--- src/rtl/decode_pkg.sv ---
// Shared decode constants and the ID/EX bundle type.
// Type bit positions, MIPS opcode/func encodings and Tnew codes.
package decode_pkg;

  localparam int NUM_TYPES_DEF = 60;

  localparam int T_ADDU  = 0;
  localparam int T_SUBU  = 1;
  localparam int T_ORI   = 2;
  localparam int T_LW    = 3;
  localparam int T_SW    = 4;
  localparam int T_BEQ   = 5;
  localparam int T_LUI   = 6;
  localparam int T_J     = 7;
  localparam int T_JAL   = 8;
  localparam int T_JR    = 9;
  localparam int T_SLL   = 10;
  localparam int T_ADDIU = 11;
  localparam int T_MULT  = 12;
  localparam int T_MULTU = 13;
  localparam int T_DIV   = 14;
  localparam int T_DIVU  = 15;
  localparam int T_MFHI  = 16;
  localparam int T_MFLO  = 17;
  localparam int T_MTHI  = 18;
  localparam int T_MTLO  = 19;
  localparam int T_KNOWN = 20;

  localparam logic [5:0] OP_RTYPE = 6'h00;
  localparam logic [5:0] OP_J     = 6'h02;
  localparam logic [5:0] OP_JAL   = 6'h03;
  localparam logic [5:0] OP_BEQ   = 6'h04;
  localparam logic [5:0] OP_ADDIU = 6'h09;
  localparam logic [5:0] OP_ORI   = 6'h0d;
  localparam logic [5:0] OP_LUI   = 6'h0f;
  localparam logic [5:0] OP_LW    = 6'h23;
  localparam logic [5:0] OP_SW    = 6'h2b;

  localparam logic [5:0] F_SLL   = 6'h00;
  localparam logic [5:0] F_JR    = 6'h08;
  localparam logic [5:0] F_MFHI  = 6'h10;
  localparam logic [5:0] F_MTHI  = 6'h11;
  localparam logic [5:0] F_MFLO  = 6'h12;
  localparam logic [5:0] F_MTLO  = 6'h13;
  localparam logic [5:0] F_MULT  = 6'h18;
  localparam logic [5:0] F_MULTU = 6'h19;
  localparam logic [5:0] F_DIV   = 6'h1a;
  localparam logic [5:0] F_DIVU  = 6'h1b;
  localparam logic [5:0] F_ADDU  = 6'h21;
  localparam logic [5:0] F_SUBU  = 6'h23;

  localparam logic [1:0] TNEW_NONE = 2'd0;
  localparam logic [1:0] TNEW_ALU  = 2'd1;
  localparam logic [1:0] TNEW_LOAD = 2'd2;

  localparam logic [4:0] REG_RA = 5'd31;

  typedef struct packed {
    logic        valid;
    logic [31:0] pc;
    logic [31:0] instr;
    logic [4:0]  rs;
    logic [4:0]  rt;
    logic [4:0]  wreg;
    logic [1:0]  tnew;
  } id_ex_t;

endpackage

--- src/rtl/instr_class.sv ---
// Combinational MIPS instruction classifier.
// Produces one-hot type, register fields, write-register and Tnew.
module instr_class import decode_pkg::*; #(
  parameter int NUM_TYPES      = NUM_TYPES_DEF,
  parameter int SUPPORT_MULDIV = 1
) (
  input  logic [31:0]          instr_i,
  output logic [NUM_TYPES-1:0] type_o,
  output logic [4:0]           rs_o,
  output logic [4:0]           rt_o,
  output logic [4:0]           wreg_o,
  output logic [1:0]           tnew_o,
  output logic                 md_o,
  output logic                 mult_o,
  output logic                 div_o
);

  logic [5:0] op;
  logic [5:0] fn;
  logic [4:0] rd;
  logic [T_KNOWN-1:0] known;
  logic err;
  logic wr_rd;
  logic wr_rt;
  logic unused_shamt;

  assign op = instr_i[31:26];
  assign fn = instr_i[5:0];
  assign rd = instr_i[15:11];
  assign rs_o = instr_i[25:21];
  assign rt_o = instr_i[20:16];
  assign unused_shamt = ^instr_i[10:6];

  always_comb begin
    known = '0;
    unique case (op)
      OP_RTYPE: begin
        unique case (fn)
          F_ADDU:  known[T_ADDU]  = 1'b1;
          F_SUBU:  known[T_SUBU]  = 1'b1;
          F_JR:    known[T_JR]    = 1'b1;
          F_SLL:   known[T_SLL]   = 1'b1;
          F_MULT:  known[T_MULT]  = 1'b1;
          F_MULTU: known[T_MULTU] = 1'b1;
          F_DIV:   known[T_DIV]   = 1'b1;
          F_DIVU:  known[T_DIVU]  = 1'b1;
          F_MFHI:  known[T_MFHI]  = 1'b1;
          F_MFLO:  known[T_MFLO]  = 1'b1;
          F_MTHI:  known[T_MTHI]  = 1'b1;
          F_MTLO:  known[T_MTLO]  = 1'b1;
          default: ;
        endcase
      end
      OP_ORI:   known[T_ORI]   = 1'b1;
      OP_LW:    known[T_LW]    = 1'b1;
      OP_SW:    known[T_SW]    = 1'b1;
      OP_BEQ:   known[T_BEQ]   = 1'b1;
      OP_LUI:   known[T_LUI]   = 1'b1;
      OP_J:     known[T_J]     = 1'b1;
      OP_JAL:   known[T_JAL]   = 1'b1;
      OP_ADDIU: known[T_ADDIU] = 1'b1;
      default: ;
    endcase
    // Without the mult/div unit its encodings fall through to ERR
    if (SUPPORT_MULDIV == 0) known[T_MTLO:T_MULT] = '0;
  end

  assign err = ~|known;

  always_comb begin
    type_o = '0;
    type_o[T_KNOWN-1:0] = known;
    type_o[NUM_TYPES-1] = err;
  end

  assign wr_rd = known[T_ADDU] | known[T_SUBU] | known[T_SLL]
               | known[T_MFHI] | known[T_MFLO];
  assign wr_rt = known[T_ORI] | known[T_LW] | known[T_LUI]
               | known[T_ADDIU];

  always_comb begin
    wreg_o = '0;
    tnew_o = TNEW_NONE;
    if (wr_rd) begin
      wreg_o = rd;
      tnew_o = TNEW_ALU;
    end else if (wr_rt) begin
      wreg_o = rt_o;
      tnew_o = known[T_LW] ? TNEW_LOAD : TNEW_ALU;
    end else if (known[T_JAL]) begin
      wreg_o = REG_RA;
      tnew_o = TNEW_NONE;
    end
  end

  assign md_o   = |known[T_MTLO:T_MULT];
  assign mult_o = known[T_MULT] | known[T_MULTU];
  assign div_o  = known[T_DIV] | known[T_DIVU];

endmodule

--- src/rtl/decode_stage.sv ---
// MIPS decode stage: ID/EX register, valid/ready handshake,
// flush and mult/div busy scoreboard.
module decode_stage import decode_pkg::*; #(
  parameter int NUM_TYPES      = NUM_TYPES_DEF,
  parameter int SUPPORT_MULDIV = 1,
  parameter int MD_LAT_MULT    = 5,
  parameter int MD_LAT_DIV     = 10
) (
  input  logic                 clk,
  input  logic                 reset,
  input  logic                 if_valid,
  input  logic [31:0]          if_instr,
  input  logic [31:0]          if_pc,
  output logic                 id_ready,
  input  logic                 ex_ready,
  input  logic                 flush,
  output logic                 ex_valid,
  output logic [31:0]          ex_pc,
  output logic [31:0]          ex_instr,
  output logic [NUM_TYPES-1:0] ex_type,
  output logic [4:0]           ex_rs,
  output logic [4:0]           ex_rt,
  output logic [4:0]           ex_wreg,
  output logic [1:0]           ex_tnew,
  output logic                 ex_err,
  output logic                 md_busy
);

  localparam int MD_MAX = (MD_LAT_MULT > MD_LAT_DIV) ? MD_LAT_MULT
                                                     : MD_LAT_DIV;
  localparam int CW = (MD_MAX < 1) ? 1 : $clog2(MD_MAX + 1);

  logic [NUM_TYPES-1:0] dec_type;
  logic [4:0] dec_rs;
  logic [4:0] dec_rt;
  logic [4:0] dec_wreg;
  logic [1:0] dec_tnew;
  logic dec_md;
  logic dec_mult;
  logic dec_div;

  id_ex_t ex_q, ex_d;
  logic [NUM_TYPES-1:0] type_q, type_d;
  logic [CW-1:0] cnt_q, cnt_d;
  logic md_stall;
  logic accept;

  instr_class #(
    .NUM_TYPES      (NUM_TYPES),
    .SUPPORT_MULDIV (SUPPORT_MULDIV)
  ) u_instr_class (
    .instr_i (if_instr),
    .type_o  (dec_type),
    .rs_o    (dec_rs),
    .rt_o    (dec_rt),
    .wreg_o  (dec_wreg),
    .tnew_o  (dec_tnew),
    .md_o    (dec_md),
    .mult_o  (dec_mult),
    .div_o   (dec_div)
  );

  assign md_busy  = (cnt_q != '0);
  assign md_stall = if_valid & dec_md & md_busy;
  assign id_ready = ex_ready & ~md_stall;
  // flush kills the load without feeding back into id_ready
  assign accept   = if_valid & id_ready & ~flush;

  always_comb begin
    ex_d   = ex_q;
    type_d = type_q;
    if (accept) begin
      ex_d.valid = 1'b1;
      ex_d.pc    = if_pc;
      ex_d.instr = if_instr;
      ex_d.rs    = dec_rs;
      ex_d.rt    = dec_rt;
      ex_d.wreg  = dec_wreg;
      ex_d.tnew  = dec_tnew;
      type_d     = dec_type;
    end else if (flush || ex_ready) begin
      ex_d   = '0;
      type_d = '0;
    end
  end

  always_comb begin
    cnt_d = cnt_q;
    if (SUPPORT_MULDIV == 0) cnt_d = '0;
    else if (accept && dec_mult) cnt_d = CW'(MD_LAT_MULT);
    else if (accept && dec_div) cnt_d = CW'(MD_LAT_DIV);
    else if (md_busy) cnt_d = cnt_q - CW'(1);
  end

  always_ff @(posedge clk) begin
    if (reset) begin
      ex_q   <= '0;
      type_q <= '0;
      cnt_q  <= '0;
    end else begin
      ex_q   <= ex_d;
      type_q <= type_d;
      cnt_q  <= cnt_d;
    end
  end

  assign ex_valid = ex_q.valid;
  assign ex_pc    = ex_q.pc;
  assign ex_instr = ex_q.instr;
  assign ex_type  = type_q;
  assign ex_rs    = ex_q.rs;
  assign ex_rt    = ex_q.rt;
  assign ex_wreg  = ex_q.wreg;
  assign ex_tnew  = ex_q.tnew;
  assign ex_err   = type_q[NUM_TYPES-1] & ex_q.valid;

endmodule

--- config.mk ---
export PLATFORM = sky130hd
export DESIGN_NAME = decode_stage
export DESIGN_NICKNAME = d
export VERILOG_FILES = /design/src/rtl/decode_pkg.sv /design/src/rtl/instr_class.sv /design/src/rtl/decode_stage.sv
export SDC_FILE = /design/constraint.sdc
export NUM_CORES = 1
export LEC_CHECK = 0
export ABC_AREA = 1
export BUFFER_PORTS_ARGS = -buffer_cell sky130_fd_sc_hd__buf_2
export CAP_MARGIN = 40
export CORE_AREA = 2 2 102 104
export CTS_CLUSTER_SIZE = 24
export DETAILED_ROUTE_END_ITERATION = 8
export DIE_AREA = 0 0 104 106
export PLACE_DENSITY = 0.87
export SETUP_SLACK_MARGIN = 0.3
export SYNTH_ARGS = -nofsm -noshare
export SYNTH_HDL_FRONTEND = slang
export SYNTH_SLANG_ARGS = --single-unit
--- constraint.sdc ---
create_clock -name clk -period 1.9 [get_ports clk]
set_input_delay 0.19 -clock clk [delete_from_list [all_inputs] [get_ports clk]]
set_output_delay 0.19 -clock clk [all_outputs]
set_load 0.005 [all_outputs]
==> out/metrics.cfg <==
[status]
status=finished, final reports clean

[global_routing]
grt_max_degree=57
grt_overflow=0
grt_pass1_vias=4154
grt_pass1_wl_um=19200
antenna_found_initial=0
grt.total_usage_pct=21.1

[power_and_ir_drop]
power.density_nw_per_um2=739
pwr-share-comb_pct=23.1
p_seq_share_pct=48.5
p_sw_mw=1.35
p_sw_share_pct=30.4
p_leak_nw=2.79
clock_power_share_pct=28.4
vdd_drop_max_uv=544
p_int_mw=3.10
finalPower_mw=4.46

[synthesis]
yosysMostFrequentCell=nand2_1
syn_area_um2=4520
synthTopCellsByCount=nand2_1, dfxtp_1, a21oi_1
async_flop_share_pct=0
synthTopCellsByArea=dfxtp_1, nand2_1, a21oi_1
ys_types=22
yosysTopAreaCell=dfxtp_1
ys_warn_count=0
ys.flop_type=dfxtp_1
ys_seq_area_share_pct=42.9
avgSynthCellArea_um2=7.11
synth_top_cell_area_share_pct=42.9
syn_inst=636
synth_seq_cells=97
synth_edf_count=0

[setup_path]
critPathArrivalTime_ps=1670
start_kind=flop
cp-end-kind=primary output
ff2ff_setup_slack_ps=100
crit_type=flop to primary output
critPathRequiredTime_ps=1710
critPathMaxFanout=2

[floorplan]
die_y_um=106
die_w_um=104
fp.coreArea_um2=10000
dieArea_um2=11000
row_count=37
floorplan.initialDensity_pct=45.2
ios=214

[clock_network]
cts_buffers=9
h-tree-depth=3
clock_path_buffers=2
clock_latency_ps=360
cts-root-buf=clkbuf_8
clkTransAtPathRegs_ps=90
clock-sinks=97
postCtsHoldBufs=0
cts_tree=built

[drt]
drt-initial-drc-count=229
vias=4593
wl_per_cell_um=13.0
vias_per_cell=4.81
route.detailed.drc=0
drt-total-wl_um=12400
ant_nets=0
dr.pass1.iters=4

[sta]
skew_ps=6.24
timing.final.crit_share_pct=97.9
finalMaxSlewViolations=0
max_freq_ghz=0.538
setup_ws_ps=40.5
min_period_ps=1860
setup_violations=0
hold_violations=0
rsz0062_at_grt=yes

[place]
port_buffers=174
pre_cts_slack_ps=6.11
place.gp.congestion=0.836
dp.final_hpwl_um=8520

[final_layout]
area_growth_pct=33.2
num-nets-final=883
drive_above_1_share_pct=33.1
insertedDiodeCount=0

[hold_path]
min_path_type=input port to flop

[flow_run]
cap_violations=0

critical path, stage by stage, from the launching register on:
cell and delay (ps):
dfxtp_2 330, inv_2 70, ha_4 130, inv_4 40, nor2_4 110, inv_2 60
nor2_4 130, nor2_4 60, a21boi_4 170, buf_6 130, buf_6 90
sequential cells by signal, indices dropped and copies added, names as in the netlist:
| register | flops |
|---|---|
| ex_pc | 32 |
| ex_tnew | 2 |
| ex_wreg | 5 |
| cnt_q | 4 |
| ex_instr | 32 |
| ex_type | 21 |
| ex_valid | 1 |
what timing repair did:
action | in CTS | in global routing
pin swaps | 5 | 10
endpoints found under the setup margin | 95 | 95
gates resized for setup | 8 | 31
buffers inserted | 6 | 3
cloned | 2 | 2
stage by stage:
step                setup TNS (ps)  util, %  instances  cell area [um^2]  hold slack (ps)
floorplan                        0        -        674              4700              338
global placement                 0     55.2        925              5520              449
detailed placement               0     55.2        925              5520              451
CTS                              0     58.5        949              5850             69.9
global route                 -35.1     60.3        954              6030             80.3
finish                           0     60.3        954              6030             81.5
cells by family after synthesis:
kind of cell | Yosys count | synth area share (%)
xor+xnor | 1 | 0.194
fa+ha+maj | 1 | 0.277
flops | 97 | 42.9
compound gates | 105 | 11.9
other cells | 1 | 0.0829
buf+inv | 127 | 15.7
simple gates | 304 | 28.9
final timing paths:
| kind | start | endpoint | depth (start not counted) |
|---|---|---|---|
| worst min register to register | ex_pc[12] | ex_pc[12] | 2 |
| worst max register to register | cnt_q[0] | ex_type[3] | 12 |
| worst min-delay path | if_pc[10] | ex_pc[10] | 3 |
| worst max-delay path | cnt_q[0] | id_ready | 10 |
metal layers:
metal	up-vias	wire length [um]	global-route usage [%]
met1	2111	5390	26.6
met5	-	0	0
li1	2326	-	-
met3	21	562	3.13
met2	135	6220	36.8
met4	0	243	7.72
power by group through the flow:
stage / logic [mW] / clock network, mW / registers, mW
floorplan: 0.549 / 0 / 2.20
global placement: 0.748 / 0 / 2.20
detailed placement: 0.779 / 0 / 2.21
CTS: 0.903 / 1.30 / 2.16
global route: 1.14 / 1.39 / 2.17
finish: 1.03 / 1.27 / 2.16
placed cells by master, fill, tap and decap left out, types with 2 or more instances in the layout:
cell and count:
a21oi_1 81, a21oi_2 12, buf_12 8, buf_16 2, buf_2 172, buf_4 26
buf_6 5, clkbuf_16 2, clkbuf_8 10, conb_1 39, dfxtp_1 95, dfxtp_2 2
inv_1 35, inv_2 3, inv_6 2, nand2_1 139, nand3_1 78, nand3_2 4
nand3b_1 12, nand4_1 5, nor2_1 48, nor2_2 7, nor2_4 6, nor3_1 4
o21ai_0 8
final cells by class:
class / instances / area [um^2]
clock buffer: 11 / 141
timing repair buffer: 216 / 1390
tap: 136 / 170
clock inverter: 5 / 38.8
inverter: 39 / 149
sequential: 97 / 1940
fill: 949 / 3970
multi-input combinational: 450 / 2190
Note: power is estimated with default switching activity, not from simulation.
